==> config.mk <==
export PLATFORM = sky130hd
export DESIGN_NAME = postfix_eval_p_flat
export DESIGN_NICKNAME = d
export VERILOG_FILES = /design/src/rtl/postfix_eval_p_if.sv /design/src/rtl/postfix_eval_p.sv /design/src/flat_wrapper.sv
export SDC_FILE = /design/constraint.sdc
export NUM_CORES = 1
export LEC_CHECK = 0
export BUFFER_PORTS_ARGS = -buffer_cell sky130_fd_sc_hd__buf_2
export CORE_MARGIN = 2
export CORE_UTILIZATION = 38
export CTS_CLUSTER_SIZE = 20
export DETAILED_ROUTE_END_ITERATION = 10
export SLEW_MARGIN = 5
export SYNTH_ARGS = -nofsm -noshare
export SYNTH_HDL_FRONTEND = slang
export SYNTH_SLANG_ARGS = --single-unit
==> constraint.sdc <==
create_clock -name CLK -period 9.6 [get_ports CLK]
set_clock_uncertainty 0.2 [all_clocks]
set_input_delay 1.92 -clock CLK [delete_from_list [all_inputs] [get_ports CLK]]
set_output_delay 1.92 -clock CLK [all_outputs]
set_load 0.02 [all_outputs]
==> src/rtl/postfix_eval_p_if.sv <==
// Token/result bundle for the postfix evaluator: the driver is the master,
// the evaluator is the slave.
interface postfix_eval_p_if #(
  parameter int DATA_W = 16,
  parameter int IN_W   = 4
);
  logic [IN_W-1:0]   IN;
  logic              IN_VALID;
  logic              OP_MODE;
  logic [DATA_W-1:0] OUT;
  logic              OUT_VALID;
  logic [2:0]        ERR;
  logic              BUSY;

  modport master (
    output IN, IN_VALID, OP_MODE,
    input  OUT, OUT_VALID, ERR, BUSY
  );

  modport slave (
    input  IN, IN_VALID, OP_MODE,
    output OUT, OUT_VALID, ERR, BUSY
  );
endinterface

==> src/rtl/postfix_eval_p.sv <==
// Parametrised postfix (RPN) expression evaluator with an explicit stack,
// sticky first-error reporting and a one-cycle registered result strobe.
module postfix_eval_p #(
  parameter int DATA_W = 16,
  parameter int IN_W   = 4,
  parameter int DEPTH  = 16
) (
  input  logic            CLK,
  input  logic            RESET,
  postfix_eval_p_if.slave bus
);

  localparam int PTR_W = $clog2(DEPTH + 1);
  localparam int IDX_W = (DEPTH > 1) ? $clog2(DEPTH) : 1;

  localparam logic [2:0] E_OK      = 3'd0;
  localparam logic [2:0] E_UNDER   = 3'd1;
  localparam logic [2:0] E_OVER    = 3'd2;
  localparam logic [2:0] E_ILLEGAL = 3'd3;
  localparam logic [2:0] E_UNBAL   = 3'd4;

  localparam logic [PTR_W-1:0] PTR_FULL = PTR_W'(DEPTH);

  typedef enum logic [1:0] {IDLE, ACCUM, ERROR} state_t;

  // Opcode is one-hot in the low nibble; any upper token bit set is illegal.
  function automatic logic op_legal(input logic [IN_W-1:0] tok);
    logic [IN_W-1:0] hi;
    hi = tok >> 4;
    return (hi == '0) &&
           (tok[3:0] inside {4'b0001, 4'b0010, 4'b0100, 4'b1000});
  endfunction

  function automatic logic [DATA_W-1:0] alu(input logic [3:0]        opc,
                                            input logic [DATA_W-1:0] a,
                                            input logic [DATA_W-1:0] b);
    logic [DATA_W-1:0] r;
    case (opc)
      4'b0001: r = a + b;
      4'b0010: r = a - b;
      4'b0100: r = a * b;
      default: r = (a > b) ? a : b;
    endcase
    return r;
  endfunction

  state_t            state, state_nxt;
  logic [PTR_W-1:0]  ptr, ptr_nxt;
  logic [2:0]        err_q, err_nxt;

  logic [DATA_W-1:0] stack [DEPTH];

  logic [IDX_W-1:0]  idx_a, idx_b, idx_push, wr_idx;
  logic [DATA_W-1:0] opnd_a, opnd_b, wr_data;
  logic              wr_en;
  logic [2:0]        tok_err;
  logic              finish;

  logic [DATA_W-1:0] out_p1, out_nxt;
  logic              vld_p1, vld_nxt;
  logic [2:0]        err_p1, errout_nxt;

  // Token decode: operand addresses and the fault this token would raise.
  always_comb begin
    idx_a    = IDX_W'(ptr - PTR_W'(2));
    idx_b    = IDX_W'(ptr - PTR_W'(1));
    idx_push = IDX_W'(ptr);
    opnd_a   = stack[idx_a];
    opnd_b   = stack[idx_b];
    tok_err  = E_OK;
    if (bus.OP_MODE) begin
      if (!op_legal(bus.IN))
        tok_err = E_ILLEGAL;
      else if (ptr < PTR_W'(2))
        tok_err = E_UNDER;
    end else if (ptr == PTR_FULL) begin
      tok_err = E_OVER;
    end
    finish = !bus.IN_VALID && (state != IDLE);
  end

  always_comb begin
    state_nxt  = state;
    ptr_nxt    = ptr;
    err_nxt    = err_q;
    out_nxt    = '0;
    vld_nxt    = 1'b0;
    errout_nxt = E_OK;
    wr_en      = 1'b0;
    wr_idx     = idx_push;
    wr_data    = DATA_W'(bus.IN);

    case (state)
      IDLE, ACCUM: begin
        if (bus.IN_VALID) begin
          if (tok_err != E_OK) begin
            err_nxt   = tok_err;
            state_nxt = ERROR;
          end else begin
            state_nxt = ACCUM;
            wr_en     = 1'b1;
            if (bus.OP_MODE) begin
              wr_idx  = idx_a;
              wr_data = alu(bus.IN[3:0], opnd_a, opnd_b);
              ptr_nxt = ptr - PTR_W'(1);
            end else begin
              ptr_nxt = ptr + PTR_W'(1);
            end
          end
        end
      end
      ERROR:   ;
      default: state_nxt = IDLE;
    endcase

    // End of expression: report, then return to IDLE with a clean stack.
    if (finish) begin
      state_nxt = IDLE;
      ptr_nxt   = '0;
      err_nxt   = E_OK;
      vld_nxt   = 1'b1;
      if (err_q != E_OK)
        errout_nxt = err_q;
      else if (ptr != PTR_W'(1))
        errout_nxt = E_UNBAL;
      else
        out_nxt = stack[0];
    end
  end

  // Stage 1: control state and registered result outputs.
  always_ff @(posedge CLK or negedge RESET) begin
    if (!RESET) begin
      state  <= IDLE;
      ptr    <= '0;
      err_q  <= E_OK;
      out_p1 <= '0;
      vld_p1 <= 1'b0;
      err_p1 <= E_OK;
    end else begin
      state  <= state_nxt;
      ptr    <= ptr_nxt;
      err_q  <= err_nxt;
      out_p1 <= out_nxt;
      vld_p1 <= vld_nxt;
      err_p1 <= errout_nxt;
    end
  end

  always_ff @(posedge CLK) begin
    if (wr_en)
      stack[wr_idx] <= wr_data;
  end

  assign bus.OUT       = out_p1;
  assign bus.OUT_VALID = vld_p1;
  assign bus.ERR       = err_p1;
  assign bus.BUSY      = (state != IDLE);

endmodule

==> src/flat_wrapper.sv <==
// flat-port wrapper written by rule: the top's interface ports become plain ports
module postfix_eval_p_flat 
#(
  parameter int DATA_W = 16,
  parameter int IN_W   = 4,
  parameter int DEPTH  = 16
)
  (CLK, RESET, bus_IN, bus_IN_VALID, bus_OP_MODE, bus_OUT, bus_OUT_VALID, bus_ERR, bus_BUSY);
  postfix_eval_p_if #(.DATA_W(DATA_W), .IN_W(IN_W)) bus_i ();
  input  logic CLK;
  input  logic RESET;
  input wire logic [$bits(bus_i.IN)-1:0] bus_IN;
  input wire logic [$bits(bus_i.IN_VALID)-1:0] bus_IN_VALID;
  input wire logic [$bits(bus_i.OP_MODE)-1:0] bus_OP_MODE;
  output wire logic [$bits(bus_i.OUT)-1:0] bus_OUT;
  output wire logic [$bits(bus_i.OUT_VALID)-1:0] bus_OUT_VALID;
  output wire logic [$bits(bus_i.ERR)-1:0] bus_ERR;
  output wire logic [$bits(bus_i.BUSY)-1:0] bus_BUSY;
  assign bus_i.IN = bus_IN;
  assign bus_i.IN_VALID = bus_IN_VALID;
  assign bus_i.OP_MODE = bus_OP_MODE;
  assign bus_OUT = bus_i.OUT;
  assign bus_OUT_VALID = bus_i.OUT_VALID;
  assign bus_ERR = bus_i.ERR;
  assign bus_BUSY = bus_i.BUSY;
  postfix_eval_p #(.DATA_W(DATA_W), .IN_W(IN_W), .DEPTH(DEPTH)) u_core (.CLK(CLK), .RESET(RESET), .bus(bus_i));
endmodule
## Word-level counts from Yosys, hierarchy flattened

Memories as Yosys holds them, arrays and structs flattened.
Cells that the tools add are included.

| word-level totals | value |
|---|---|
| RAM bits | 256 |
| register bits after elaboration | 30 |
| output and inout port bits | 21 |
| memories kept | 1 |

Memory list:

| name | words | width | rd ports | clocked after memory_dff | write ports | line | text |
|---|---|---|---|---|---|---|---|
| u_core.stack | 16 | 16 | 3 | 0 | 1 | postfix_eval_p.sv:51 | `logic [DATA_W-1:0] stack [DEPTH];` |

| operators by class | value |
|---|---|
| multiplexer cells | 39 |
| reductions and logical operators | 14 |
| $mul | 1 |
| $lt $le $gt $ge | 2 |
| equality and inequality tests | 11 |
| $add $sub $neg | 5 |

Operators with widths:

| operator | count |
|---|---|
| $mux W16 | 8 |
| $pmux W16 S3 | 1 |
| $mux W5 | 5 |
| $mux W3 | 8 |
| $add A16 B16 Y16 | 1 |
| $gt A16 B16 Y1 | 1 |
| $mul A16 B16 Y16 | 1 |
| $mux W4 | 4 |
| $sub A16 B16 Y16 | 1 |
| $mux W2 | 5 |
| $reduce_bool A2 Y1 | 4 |
| $mux W1 | 7 |
| $reduce_and A3 Y1 | 2 |
| $reduce_bool A3 Y1 | 2 |
| $add A5 B1 Y5 const B | 1 |
| $eq A5 B5 Y1 const B | 1 |
| $lt A5 B2 Y1 const B | 1 |
| $ne A5 B1 Y1 const B | 1 |
| $sub A5 B1 Y5 const B | 1 |
| $eq A4 B1 Y1 const B | 1 |
| $eq A4 B2 Y1 const B | 1 |
| $eq A4 B3 Y1 const B | 1 |
| $eq A4 B4 Y1 const B | 1 |
| $ne A2 B1 Y1 const B | 2 |
| other kinds (11) | 11 |

## Longest topological paths before layout

| logic depth | value |
|---|---|
| depth after elaboration | 10 |
| depth in mapped cells | 42 |
| gate-level depth less buffers | 31 |

## Least setup slack after synthesis

OpenSTA, ideal clock, no wires.

| timing | value |
|---|---|
| path kind | reg2reg |
| start point | register u_core.ptr[0] |
| end point | memory u_core.stack[0][14], data pin |
| clock period less this slack | 9.339 ns |
| cell stages (with the launch flop) | 34 |
| path buffers | 10 |
| setup slack | 0.261 ns |
| arrival time | 8.791 ns |
| required time | 9.052 ns |
| cells stage by stage | dfrtp_1 buf_6 buf_6 buf_6 buf_4 buf_6 buf_4 inv_1 ha_1 buf_2 buf_2 clkbuf_1 mux4_2 mux4_2 clkbuf_1 and2_1 fa_1 inv_1 fa_1 fa_1 fa_1 inv_1 fa_1 inv_1 fa_1 inv_1 ha_1 nand2_1 o21ai_0 o41ai_1 xnor2_1 a221o_1 a21oi_1 a221oi_1 |

| between the ends | value |
|---|---|
| longest elaborated chain between the ends | 9 |
| elaborated cells on any way between the ends | 20 |

RTL lines:

| what | line | text |
|---|---|---|
| start, declared | postfix_eval_p.sv:48 | `logic [PTR_W-1:0] ptr, ptr_nxt;` |
| start signal, assigned | postfix_eval_p.sv:142 | `ptr <= ptr_nxt;` |
| parallel branches: the longest is 6 deep, another holds $mem_v2 Z16 W16 | n/a |  |
| $mux W16 * | postfix_eval_p.sv:96 | `if (tok_err != E_OK) begin` |
| $mux W16 * | postfix_eval_p.sv:95 | `if (bus.IN_VALID) begin` |
| $mux W16 * | postfix_eval_p.sv:93 | `case (state)` |
| via u_core.wr_data[14] | postfix_eval_p.sv:54 | `logic [DATA_W-1:0] opnd_a, opnd_b, wr_data;` |
| end, declared | postfix_eval_p.sv:51 |  |

Mark *: on every way through the listed nets, which the timed path passes.

## Final worst setup path

| timing | value |
|---|---|
| start point | register u_core.ptr[0] |
| end point | memory u_core.stack[15][15], data pin |

Same word-level chain as after synthesis.

==> flow_summary.toml <==
[grt]
grt_start_max_net_pins = 93
gr-usage-all-layers_pct = 20.8
grt-ovfl-total = 0
grt_pass1_wl_microns = 79300
grt_pass1_vias = 12500
antenna_found_initial = 0

[critical_path]
worst-path-max-fanout = 28
start_kind = "register"
cp_slowest_cell = "a221oi_2"
crit_type = "register to register"
cp.required_ns = 9.62
crit_path_start = "u_core.ptr[0]"
critical_path.most_common_cell = "fa_1"
worstSetupEndpointType = "register"
slowest_delay_ns = 0.85
r2r_start = "u_core.ptr[0]"
worstPathArrival_ns = 8.86

[logic_synthesis]
synth-edff-count = 256
ys.flop_type = "edfxtp_1"
synth_most_common_cell = "edfxtp_1"
ys_top_cells_by_count = "edfxtp_1, inv_1, mux4_2"
ys.warnings.count = 0
synth_area_per_cell_sq_um = 13.7
synthCells = 1382
synthTopCellsByArea = "edfxtp_1, mux4_2, fa_1"
synthArstFlopShare_pct = 10.2
synth.distinct_cells = 64
yosys.area.top_type_share_pct = 40.7
yosys.area.top_type = "edfxtp_1"
ys_seq_elements = 285
syn_nets = 1559
synthesis.area_sq_um = 18900
seq_area_frac_synth_pct = 44.5

[route]
drtAntennaViolNets = 0
viasPerCell = 5.72
first_pass_iters = 5
wl_per_cell_microns = 24.9
routed_wl_microns = 52400
vias = 12000
drt_iter0_markers = 1164
drc = 0

[finish]
diodes = 0
multiInputGateArea_sq_um = 9590
finalNonFillerCells = 2103
filler_cell_count = 4534
fin_nets = 1595
regArea_sq_um = 8420
syn_to_final_growth_pct = 11.0
drive_gt1_share_pct = 21.5

[sta]
worst_pin_slew_ns = 1.39
rsz0062_at_grt = "false"
tns_ns = 0
period_share_pct = 92.1
final_hold_viol_count = 0
drv_slew = 0
slew_headroom_pct = 7.28
max_freq_ghz = 0.113
finalSetupViolations = 0
period_minus_slack_ns = 8.84

[run_status]
status = "finished, final reports clean"

[floorplan]
rows = 81
die_w_microns = 227
fp.dieH_microns = 227
dieArea_sq_um = 51500
ios = 29
core_sq_um = 49100
initial_core_util_pct = 38.5

[worst_hold_path]
worstHoldStart = "u_core.stack[0][0]"
hp-class = "register to register"

[clock_network]
numCtsBuffers = 28
cts_tree = "yes"
cts_resized = 0
clkTransAtPathRegs_ns = 0.07
htree_levels = 1
hold_buffers = 0
clk_path_buf_depth = 3
postCtsSetupRepairBufs = 0
root_buffer = "clkbuf_16"
tritoncts_num_sinks = 285
worstSkewPairLatency_ns = 0.56

[run]
cap_viol_max_count = 0

[place]
place_inst = 2052
place_congestion = 0.882
io_buffers = 28
dp_hpwl_microns = 35000
per-layer routing:
metal,share of wire [%],vias up,track usage [%]
met5,0,-,0
met2,50,461,35.2
met1,41,6324,28.7
met4,2.5,0,5.86
li1,-,5180,-
met3,6.5,73,2.26
cell type report:
cell class,count,area share (%)
Tap cell,664,3.96
Inverter,156,2.79
Sequential cell,285,40.2
Clock buffer,37,3.70
Clock inverter,14,0.866
Timing Repair Buffer,81,2.75
Multi-Input combinational cell,866,45.8
cells in the final DEF, fill, tap and decap left out, types with 7 or more instances in the layout:
cell type / count
nor2b_1: 15
a221o_1: 11
buf_2: 28
inv_1: 155
buf_4: 50
nor3_1: 12
nor2_4: 9
ha_1: 85
clkbuf_16: 29
mux2i_1: 33
fa_1: 82
nand3_1: 8
edfxtp_1: 256
dfrtp_1: 27
mux4_2: 144
a22oi_1: 8
o21ai_0: 17
a211oi_1: 9
nor2_2: 7
a31oi_1: 7
and2_1: 65
o221ai_1: 10
a21oi_1: 48
o22ai_1: 10
o21bai_1: 12
nand2_1: 99
xnor2_1: 43
nor2_1: 48
per-stage QoR:
step / hold WS (ns) / util, % / cell area [sq um] / setup WS (ns)
floorplan: 0.268 / - / 18900 / 0.261
global placement: 0.296 / 40.8 / 20000 / 0.839
detailed placement: 0.295 / 40.8 / 20000 / 0.760
CTS: 0.310 / 42.7 / 21000 / 0.725
global route: 0.332 / 42.7 / 21000 / 0.364
finish: 0.308 / 42.7 / 21000 / 0.757
cell families (layout without fill, tap and decap cells):
group / after synthesis / after routing / synth area share, %
simple gates: 292 / 292 / 7.51
flops: 285 / 285 / 44.5
buf+inv: 231 / 288 / 5.48
mux: 182 / 182 / 19.2
compound gates: 170 / 170 / 6.23
fa+ha+maj: 169 / 169 / 14.5
xor+xnor: 53 / 53 / 2.57
flip-flops by register name (all words and copies together) (netlist names):
signal	cells
u_core.stack	256
u_core.bus.OUT	16
u_core.ptr	5
u_core.bus.ERR	3
u_core.err_q	2
u_core.state	2
u_core.bus.OUT_VALID	1
final timing paths:
check / slack [ns] / cells past startpoint / end
max in group asynchronous: 7.30 / 1 / u_core.ptr[0]
min in group asynchronous: 1.27 / 1 / u_core.bus.OUT[0]
min reg2reg: 0.31 / 1 / u_core.bus.OUT[0]
min: 0.31 / 1 / u_core.bus.OUT[0]
max reg2reg: 0.76 / 25 / u_core.stack[15][15]
max: 0.76 / 25 / u_core.stack[15][15]
critical path: cells and delay by family (launching register included):
kind,cells,cell delay [ns]
compound gates,6,1.93
xor+xnor,1,0.14
fa+ha+maj,9,4.24
buf+inv,7,0.85
flops,1,0.45
mux,2,0.63
Power is left out: the tool's default activity adds up to more than one toggle a clock period on the data nets, which glitch-free logic cannot reach.
